$ cat config.mk
export PLATFORM = sky130hd
export DESIGN_NAME = if_stage
export DESIGN_NICKNAME = d
export VERILOG_FILES = /design/src/rtl/riscv_pkg.sv /design/src/rtl/if_skid_buf.sv /design/src/rtl/if_stage.sv
export SDC_FILE = /design/constraint.sdc
export NUM_CORES = 1
export LEC_CHECK = 0
export ABC_CLOCK_PERIOD_IN_PS = 12100
export CORE_MARGIN = 1.5
export CORE_UTILIZATION = 40
export DETAILED_ROUTE_END_ITERATION = 7
export PLACE_DENSITY = 0.66
export SKIP_LAST_GASP = 1
export SLEW_MARGIN = 0
export SYNTH_ARGS = -nofsm -noshare
export SYNTH_HDL_FRONTEND = slang
export SYNTH_SLANG_ARGS = --single-unit
$ cat constraint.sdc
create_clock -name clk -period 12.1 [get_ports clk]
set_clock_uncertainty 0.2 [all_clocks]
set_input_delay 2.42 -clock clk [delete_from_list [all_inputs] [get_ports clk]]
set_output_delay 2.42 -clock clk [all_outputs]
set_load 0.01 [all_outputs]
$ cat src/rtl/riscv_pkg.sv
// Shared types for the instruction-fetch slice.
//   word_t / addr_t : 32-bit data word and byte address
//   fetch_state_e   : fetch FSM states (REQ, WAIT, HOLD, DROP)
//   INSTR_W         : instruction width in bits
//   word_align()    : clears the two byte-offset bits of an address
package riscv_pkg;

  localparam int XLEN    = 32;
  localparam int INSTR_W = 32;

  typedef logic [XLEN-1:0] word_t;
  typedef logic [XLEN-1:0] addr_t;

  typedef enum logic [1:0] {
    REQ  = 2'd0,
    WAIT = 2'd1,
    HOLD = 2'd2,
    DROP = 2'd3
  } fetch_state_e;

  function automatic addr_t word_align(input addr_t a);
    return a & 32'hFFFF_FFFC;
  endfunction

endpackage

$ cat src/rtl/if_skid_buf.sv
// Single-entry skid buffer that parks a fetched instruction while ID is
// stalled.
//   clk, rst             : clock, synchronous active-high reset
//   load                 : capture load_pc / load_instr, entry becomes valid
//   clear                : drop the entry (wins over load)
//   load_pc, load_instr  : entry contents to capture
//   valid, pc, instr     : current entry
module if_skid_buf
  import riscv_pkg::*;
(
  input  logic               clk,
  input  logic               rst,
  input  logic               load,
  input  logic               clear,
  input  logic [31:0]        load_pc,
  input  logic [INSTR_W-1:0] load_instr,
  output logic               valid,
  output logic [31:0]        pc,
  output logic [INSTR_W-1:0] instr
);

  always_ff @(posedge clk) begin
    if (rst) begin
      valid <= 1'b0;
    end else if (clear) begin
      valid <= 1'b0;
    end else if (load) begin
      valid <= 1'b1;
    end
  end

  // Payload carries no control meaning, so it is only written on load.
  always_ff @(posedge clk) begin
    if (load) begin
      pc    <= load_pc;
      instr <= load_instr;
    end
  end

endmodule

$ cat src/rtl/if_stage.sv
// Instruction-fetch stage: one outstanding request to instruction memory,
// a registered instruction slot toward ID, and a one-entry skid buffer used
// when a response arrives while ID is stalled.
//   clk, rst                           : clock, synchronous active-high reset
//   stall_if                           : hold outputs, issue no new request
//   redirect_valid, redirect_pc        : taken branch/jump target (bits [1:0] ignored)
//   imem_req_valid/addr/ready          : request channel
//   imem_rsp_valid/data                : in-order response channel
//   if_valid, if_pc, if_instr          : registered instruction to ID
// Optional (macro IF_PERF_CNT_EN):
//   perf_fetch_cnt                     : instructions delivered to ID
//   perf_drop_cnt                      : responses discarded by redirect/DROP
module if_stage
  import riscv_pkg::*;
#(
  parameter logic [31:0] RESET_PC = 32'h0000_0000
) (
  input  logic               clk,
  input  logic               rst,
  input  logic               stall_if,
  input  logic               redirect_valid,
  input  logic [31:0]        redirect_pc,
  output logic               imem_req_valid,
  output logic [31:0]        imem_req_addr,
  input  logic               imem_req_ready,
  input  logic               imem_rsp_valid,
  input  logic [31:0]        imem_rsp_data,
  output logic               if_valid,
  output logic [31:0]        if_pc,
  output logic [INSTR_W-1:0] if_instr
`ifdef IF_PERF_CNT_EN
  , output logic [31:0]      perf_fetch_cnt
  , output logic [31:0]      perf_drop_cnt
`endif
);

  fetch_state_e state, state_nxt;
  addr_t        pc, pc_nxt;
  addr_t        inflight_pc;

  logic         accept;
  logic         deliver_rsp;
  logic         deliver_skid;
  logic         skid_load;
  logic         skid_clear;
  logic         drop_evt;

  logic               skid_valid;
  logic [31:0]        skid_pc;
  logic [INSTR_W-1:0] skid_instr;

  // Request side: only REQ issues, and never while stalled or in reset.
  assign imem_req_valid = (state == REQ) && !stall_if && !rst;
  assign imem_req_addr  = pc;
  assign accept         = imem_req_valid && imem_req_ready;

  always_comb begin
    state_nxt    = state;
    pc_nxt       = pc;
    deliver_rsp  = 1'b0;
    deliver_skid = 1'b0;
    skid_load    = 1'b0;
    skid_clear   = 1'b0;
    drop_evt     = 1'b0;
    if (redirect_valid) begin
      pc_nxt = word_align(redirect_pc);
    end
    case (state)
      REQ: begin
        // A response here would be a protocol violation and is ignored.
        if (redirect_valid) begin
          state_nxt = accept ? DROP : REQ;
        end else if (accept) begin
          pc_nxt    = pc + 32'd4;
          state_nxt = WAIT;
        end
      end
      WAIT: begin
        if (redirect_valid) begin
          if (imem_rsp_valid) begin
            drop_evt  = 1'b1;
            state_nxt = REQ;
          end else begin
            state_nxt = DROP;
          end
        end else if (imem_rsp_valid) begin
          if (stall_if) begin
            skid_load = 1'b1;
            state_nxt = HOLD;
          end else begin
            deliver_rsp = 1'b1;
            state_nxt   = REQ;
          end
        end
      end
      HOLD: begin
        if (redirect_valid) begin
          skid_clear = 1'b1;
          drop_evt   = skid_valid;
          state_nxt  = REQ;
        end else if (!stall_if) begin
          deliver_skid = 1'b1;
          skid_clear   = 1'b1;
          state_nxt    = REQ;
        end
      end
      DROP: begin
        // The response belongs to a fetch made stale by a redirect.
        if (imem_rsp_valid) begin
          drop_evt  = 1'b1;
          state_nxt = REQ;
        end
      end
      default: state_nxt = REQ;
    endcase
  end

  always_ff @(posedge clk) begin
    if (rst) begin
      state <= REQ;
      pc    <= RESET_PC;
    end else begin
      state <= state_nxt;
      pc    <= pc_nxt;
    end
  end

  always_ff @(posedge clk) begin
    if (accept) begin
      inflight_pc <= pc;
    end
  end

  // Output slot: redirect flushes, delivery loads, stall holds, else bubble.
  always_ff @(posedge clk) begin
    if (rst) begin
      if_valid <= 1'b0;
      if_pc    <= 32'h0;
      if_instr <= '0;
    end else if (redirect_valid) begin
      if_valid <= 1'b0;
    end else if (deliver_rsp) begin
      if_valid <= 1'b1;
      if_pc    <= inflight_pc;
      if_instr <= imem_rsp_data;
    end else if (deliver_skid) begin
      if_valid <= 1'b1;
      if_pc    <= skid_pc;
      if_instr <= skid_instr;
    end else if (!stall_if) begin
      if_valid <= 1'b0;
    end
  end

  if_skid_buf u_skid (
    .clk        (clk),
    .rst        (rst),
    .load       (skid_load),
    .clear      (skid_clear),
    .load_pc    (inflight_pc),
    .load_instr (imem_rsp_data),
    .valid      (skid_valid),
    .pc         (skid_pc),
    .instr      (skid_instr)
  );

`ifdef IF_PERF_CNT_EN
  always_ff @(posedge clk) begin
    if (rst) begin
      perf_fetch_cnt <= 32'h0;
      perf_drop_cnt  <= 32'h0;
    end else begin
      if (deliver_rsp || deliver_skid) perf_fetch_cnt <= perf_fetch_cnt + 32'd1;
      if (drop_evt)                    perf_drop_cnt  <= perf_drop_cnt + 32'd1;
    end
  end
`endif

endmodule

Word level (Yosys, flattened, before mapping) --
Cells that the tools add are included.
Cells by class: add/sub/neg operators 1, eq/ne operators 8, muxes and demuxes 32, bitwise operators 1, reduce and logical (&&, ||, !) cells 10
Operator list (count):
- $mux 32 | 8
- $add 32x3->32 const B | 1
- $mux 2 | 10
- $mux 1 | 13
- $ne 3x3->1 const B | 3
- $pmux 2 s4 | 1
- $eq 2x2->1 const B | 2
- $reduce_and 4->1 | 1
- $logic_and 1x1->1 | 3
- $ne 3x1->1 const B | 1
- $eq 2x1->1 const B | 1
- $logic_not 1->1 | 2
- $logic_not 2->1 | 1
- $ne 2x2->1 const B | 1
- $reduce_and 2->1 | 1
- $reduce_bool 2->1 | 1
- $reduce_or 2->1 | 1
- $not 1->1 | 1
Word-level totals: register bits after elaboration 195, input bits 70, output and inout bits 98, logic and storage cells 60

Longest topological paths before layout --
depth after elaboration 7, depth in mapped cells 7, gate-level depth less buffers 6

Hierarchy --
A second synthesis with hierarchy kept.
Second synthesis, totals: cells, all modules 716, area, all modules 7673.6 sq um
Modules (own cells, without submodules):
- if_stage | instances 1, cells an instance 649, area an instance 5718.0 sq um, seq. area each 2942.8 sq um
- if_skid_buf | instances 1, cells an instance 67, area an instance 1955.6 sq um, seq. area each 1941.9 sq um

Worst setup path before layout --
OpenSTA, ideal clock, no wires.
kind input port to flip-flop, from input redirect_valid, to register u_skid.instr[0], enable pin, library setup time 0.644 ns, arrival 9.164 ns, data required time 11.256 ns, path slack 2.092 ns, stages on the path 4, path buffers 3, cell sequence clkbuf_1 > clkbuf_1 > clkbuf_1 > nor4_1
On the way: word-level cells in the longest chain between the ends 2
Ends and longest elaborated chain:
- start, declared | line if_stage.sv:21 | input logic redirect_valid,
- $mux 1 | line if_stage.sv:79 | if (redirect_valid) begin
- $mux 1 | line if_stage.sv:68 | case (state)
- named net skid_load | line if_stage.sv:44 | logic skid_load;
- end signal, assigned | line if_skid_buf.sv:36 | instr <= load_instr;
- end, declared | line if_skid_buf.sv:19 | output logic [INSTR_W-1:0] instr
The timed path passes the listed nets, and every way through them passes these cells. A chain may end at the register's enable or synchronous reset.

Worst setup path after layout --
from input stall_if, to output imem_req_valid
On the way: word-level cells in the longest chain between the ends 3
Ends and longest elaborated chain:
- start, declared | line if_stage.sv:20 | input logic stall_if,
- $logic_not 1->1
- $logic_and 1x1->1 (2 in a row) | line if_stage.sv:53 | assign imem_req_valid = (state == REQ) && !stall_if && !rst;
- end, declared | line if_stage.sv:23 | output logic imem_req_valid,
Every way passes these cells.

==> summary.txt <==
Setup path
  – Worst Path Max Fanout: 12
  – R2r worst-path depth: 7
  – Cell mode on critical path: clkdlybuf4s50_1
  – R2R Setup Slk: 9.29 ns
  – Critical path capture point type: output pin
  – Kind of critical path: in2out
  – Worst Setup EP: imem_req_valid
  – Required @ worst endpoint: 9.48 ns
  – CP Data Arrival Time: 4.53 ns
  – CP startpoint kind: input port
  – Critical path cell sequence: clkdlybuf4s50_1 -> or4_4 -> inv_1 -> clkdlybuf4s50_1
  – R2R Path Start: state[0]
  – Crit path from: stall_if
  – CP max stage delay: 0.63 ns
  – R2r endpoint: state[1]
  – Slowest-stage cell, CP: clkdlybuf4s50_1

Routing
  – DRC viols: 0
  – Starting DRC count in detailed routing: 320
  – Drt total wl: 17400 µm
  – DRT antenna net count: 0
  – Via density: 5.44
  – Routed len/inst: 17.1 µm
  – Routed vias: 5539
  – Drt pass-1 iters: 4

Die
  – Num ports: 168
  – Die X: 138 µm
  – DIE HEIGHT: 138 µm
  – Cell row count: 49
  – CORE AREA: 18000 µm²
  – Starting Density: 40.8%
  – Die ar.: 19100 µm²

CTS
  – Clock Pin Slew Worst Setup and Hold Paths: 0.07 ns
  – Max clock buf depth: 2
  – Post CTS Setup Buffer Count: 0
  – Num Clock Sinks: 195
  – Clock latency on the worst-skew pair: 0.42 ns
  – H-tree Lvls: 4
  – CTS tree: done
  – CTS Buf Count: 17
  – Buffer type at the clock tree root: clkbuf_16
  – # hold bufs at CTS: 0
  – CTS resizes: 0

Placed design
  – Port bufs: 165
  – HPWL after DPL: 11200 µm
  – Place WS: 4.97 ns
  – Gp weighted congestion: 0.822

Yosys
  – Post-Synthesis Cells: 634
  – Yosys top cell area share: 39.4%
  – Cell area after synthesis: 7320 µm²
  – Post-synth ARST share: 0%
  – Area leader, netlist: edfxtp_1
  – Top_reg_cell synth: dfxtp_1
  – Warnings, synthesis: 0
  – Synth Area in Compound Gates: 17.0%
  – Post-synthesis mux area share: 0%
  – Simple-gate share of the synthesized area: 12.3%
  – Part of the Yosys area used for sequential elements: 66.4%
  – Synth area leaders: edfxtp_1, dfxtp_1, a22oi_1
  – Xor and xnor fraction of the mapped netlist area: 1.08%
  – Most common cell in the synthesized netlist: dfxtp_1
  – Adder-Cell Fraction of Synth Area: 0.171%
  – Yosys cell types: 41
  – Post-synth net total: 705
  – Most frequent cells after synthesis: dfxtp_1, edfxtp_1, nand2_1
  – Number of synthesized flops with an enable pin: 96
  – Post-Syn Area per Cell: 11.6 µm²
  – Largest family of logic cells by synthesized area: compound AO/OA/AOI/OAI gates
  – #FFs+latches synth: 195

Finish
  – Ant diodes: 0
  – Filler instances: 1490
  – Multi-input logic area: 2280 µm²
  – Register area: 4860 µm²
  – Layout Nets: 847
  – Area growth, synth to finish: 34.0%
  – Share of layout cells above drive strength 1: 5.83%
  – Post-layout utilization of the core: 54.6%

STA
  – Period utilisation layout: 59.1%
  – Count of final hold-check violations: 0
  – Minimum clock period: 7.15 ns
  – Max Slew Vio Count: 0
  – Fmax: 140 MHz
  – Smallest setup slack after layout: 4.95 ns
  – Final TNS setup: 0 ns
  – Measured slew at the worst slew-check pin: 1.16 ns
  – Final setup fails: 0
  – Slew margin rel.: 22.8%
  – RSZ-0062 raised after global routing: false

GRT
  – Vias in the first global route: 5450
  – Grt ovf: 0
  – Total GRT Usage: 18.2%
  – First-pass GRT wire length: 28000 µm
  – Pin count of the biggest net entering global routing: 107
  – Initial antenna violation count: 0

Power and ir drop
  – PwrDens: 146 nW/µm²
  – Leak: 3.11 nW
  – Peak VDD IR: 0.0000944 V

Hold path
  – Worst hold path type: reg2reg
  – Worst Hold Launch: if_instr[31]

Status
  – Status: finished clean

Run
  – Max-cap violations: 0
flip-flops by register name, indices dropped and copies added, names as in the netlist:
register / flops
inflight_pc: 32
u_skid.instr: 32
if_valid: 1
if_instr: 32
if_pc: 32
state: 2
imem_req_addr: 32
u_skid.pc: 32
layer usage:
layer | vias up | routed length, µm | part of all wire (%) | track usage [%]
met1 | 2663 | 8120 | 47 | 24.7
li1 | 2675 | - | - | -
met2 | 190 | 8240 | 47 | 28.9
met3 | 11 | 932 | 5.3 | 4.43
met5 | - | 0 | 0 | 0
met4 | 0 | 146 | 0.84 | 5.60
placed cells by master, fill, tap and decap left out, types with 15 or more instances in the layout:
master and n:
edfxtp_1 96, clkbuf_16 17, a21oi_1 70, or4_1 16
a311oi_1 15, dfxtp_1 99, clkdlybuf4s50_1 164, nor2_1 28
a22oi_1 64, nand2_1 81
kinds of logic after synthesis:
logic type	after synthesis
XOR/XNOR	9
buffers and inverters	58
AND/OR/NAND/NOR	182
flip-flops	195
AO/OA/AOI/OAI	189
adder cells (fa/ha/maj)	1
how the worst min path moves through the flow:
| stage | to | slack [ns] | depth (start not counted) |
|---|---|---|---|
| after global routing | if_pc[5] | 0.27 | 2 |
| after global placement | inflight_pc[0] | 0.24 | 0 |
| after floorplan | u_skid.pc[0] | 0.23 | 0 |
| after CTS | if_instr[31] | 0.26 | 2 |
| final | if_instr[31] | 0.25 | 2 |
| after detailed placement | u_skid.pc[29] | 0.24 | 0 |
power breakdown:
part / leakage [nW] / internal, W / switching (W)
Clock: 0.311 / 0.000370 / 0.000242
Sequential: 1.69 / 0.000708 / 0.0000179
Combinational: 1.11 / 0.0000512 / 0.0000444
final cells by class:
type,count,area share [%]
clock buffer,18,4.37
clock inverter,14,2.28
inverter,9,0.344
multi-input combinational,381,23.2
sequential,195,49.6
tap,229,2.92
timing repair buffer,172,17.3
stage by stage:
step                      area (µm²)  hold slack [ns]  power (W)  cells
final                           9820            0.254    0.00143   1018
after CTS                       9820            0.257    0.00145   1018
after global routing            9820            0.270    0.00148   1018
after floorplan                 7320            0.227   0.000773    634
after detailed placement        9160            0.238   0.000836    986
after global placement          9160            0.238   0.000833    986
worst max-delay path, delay by kind of cell:
| kind | cells | cell delay, ns |
|---|---|---|
| buffers and inverters | 3 | 1.53 |
| AND/OR/NAND/NOR | 1 | 0.57 |
Note: power is estimated with default switching activity, not from simulation.
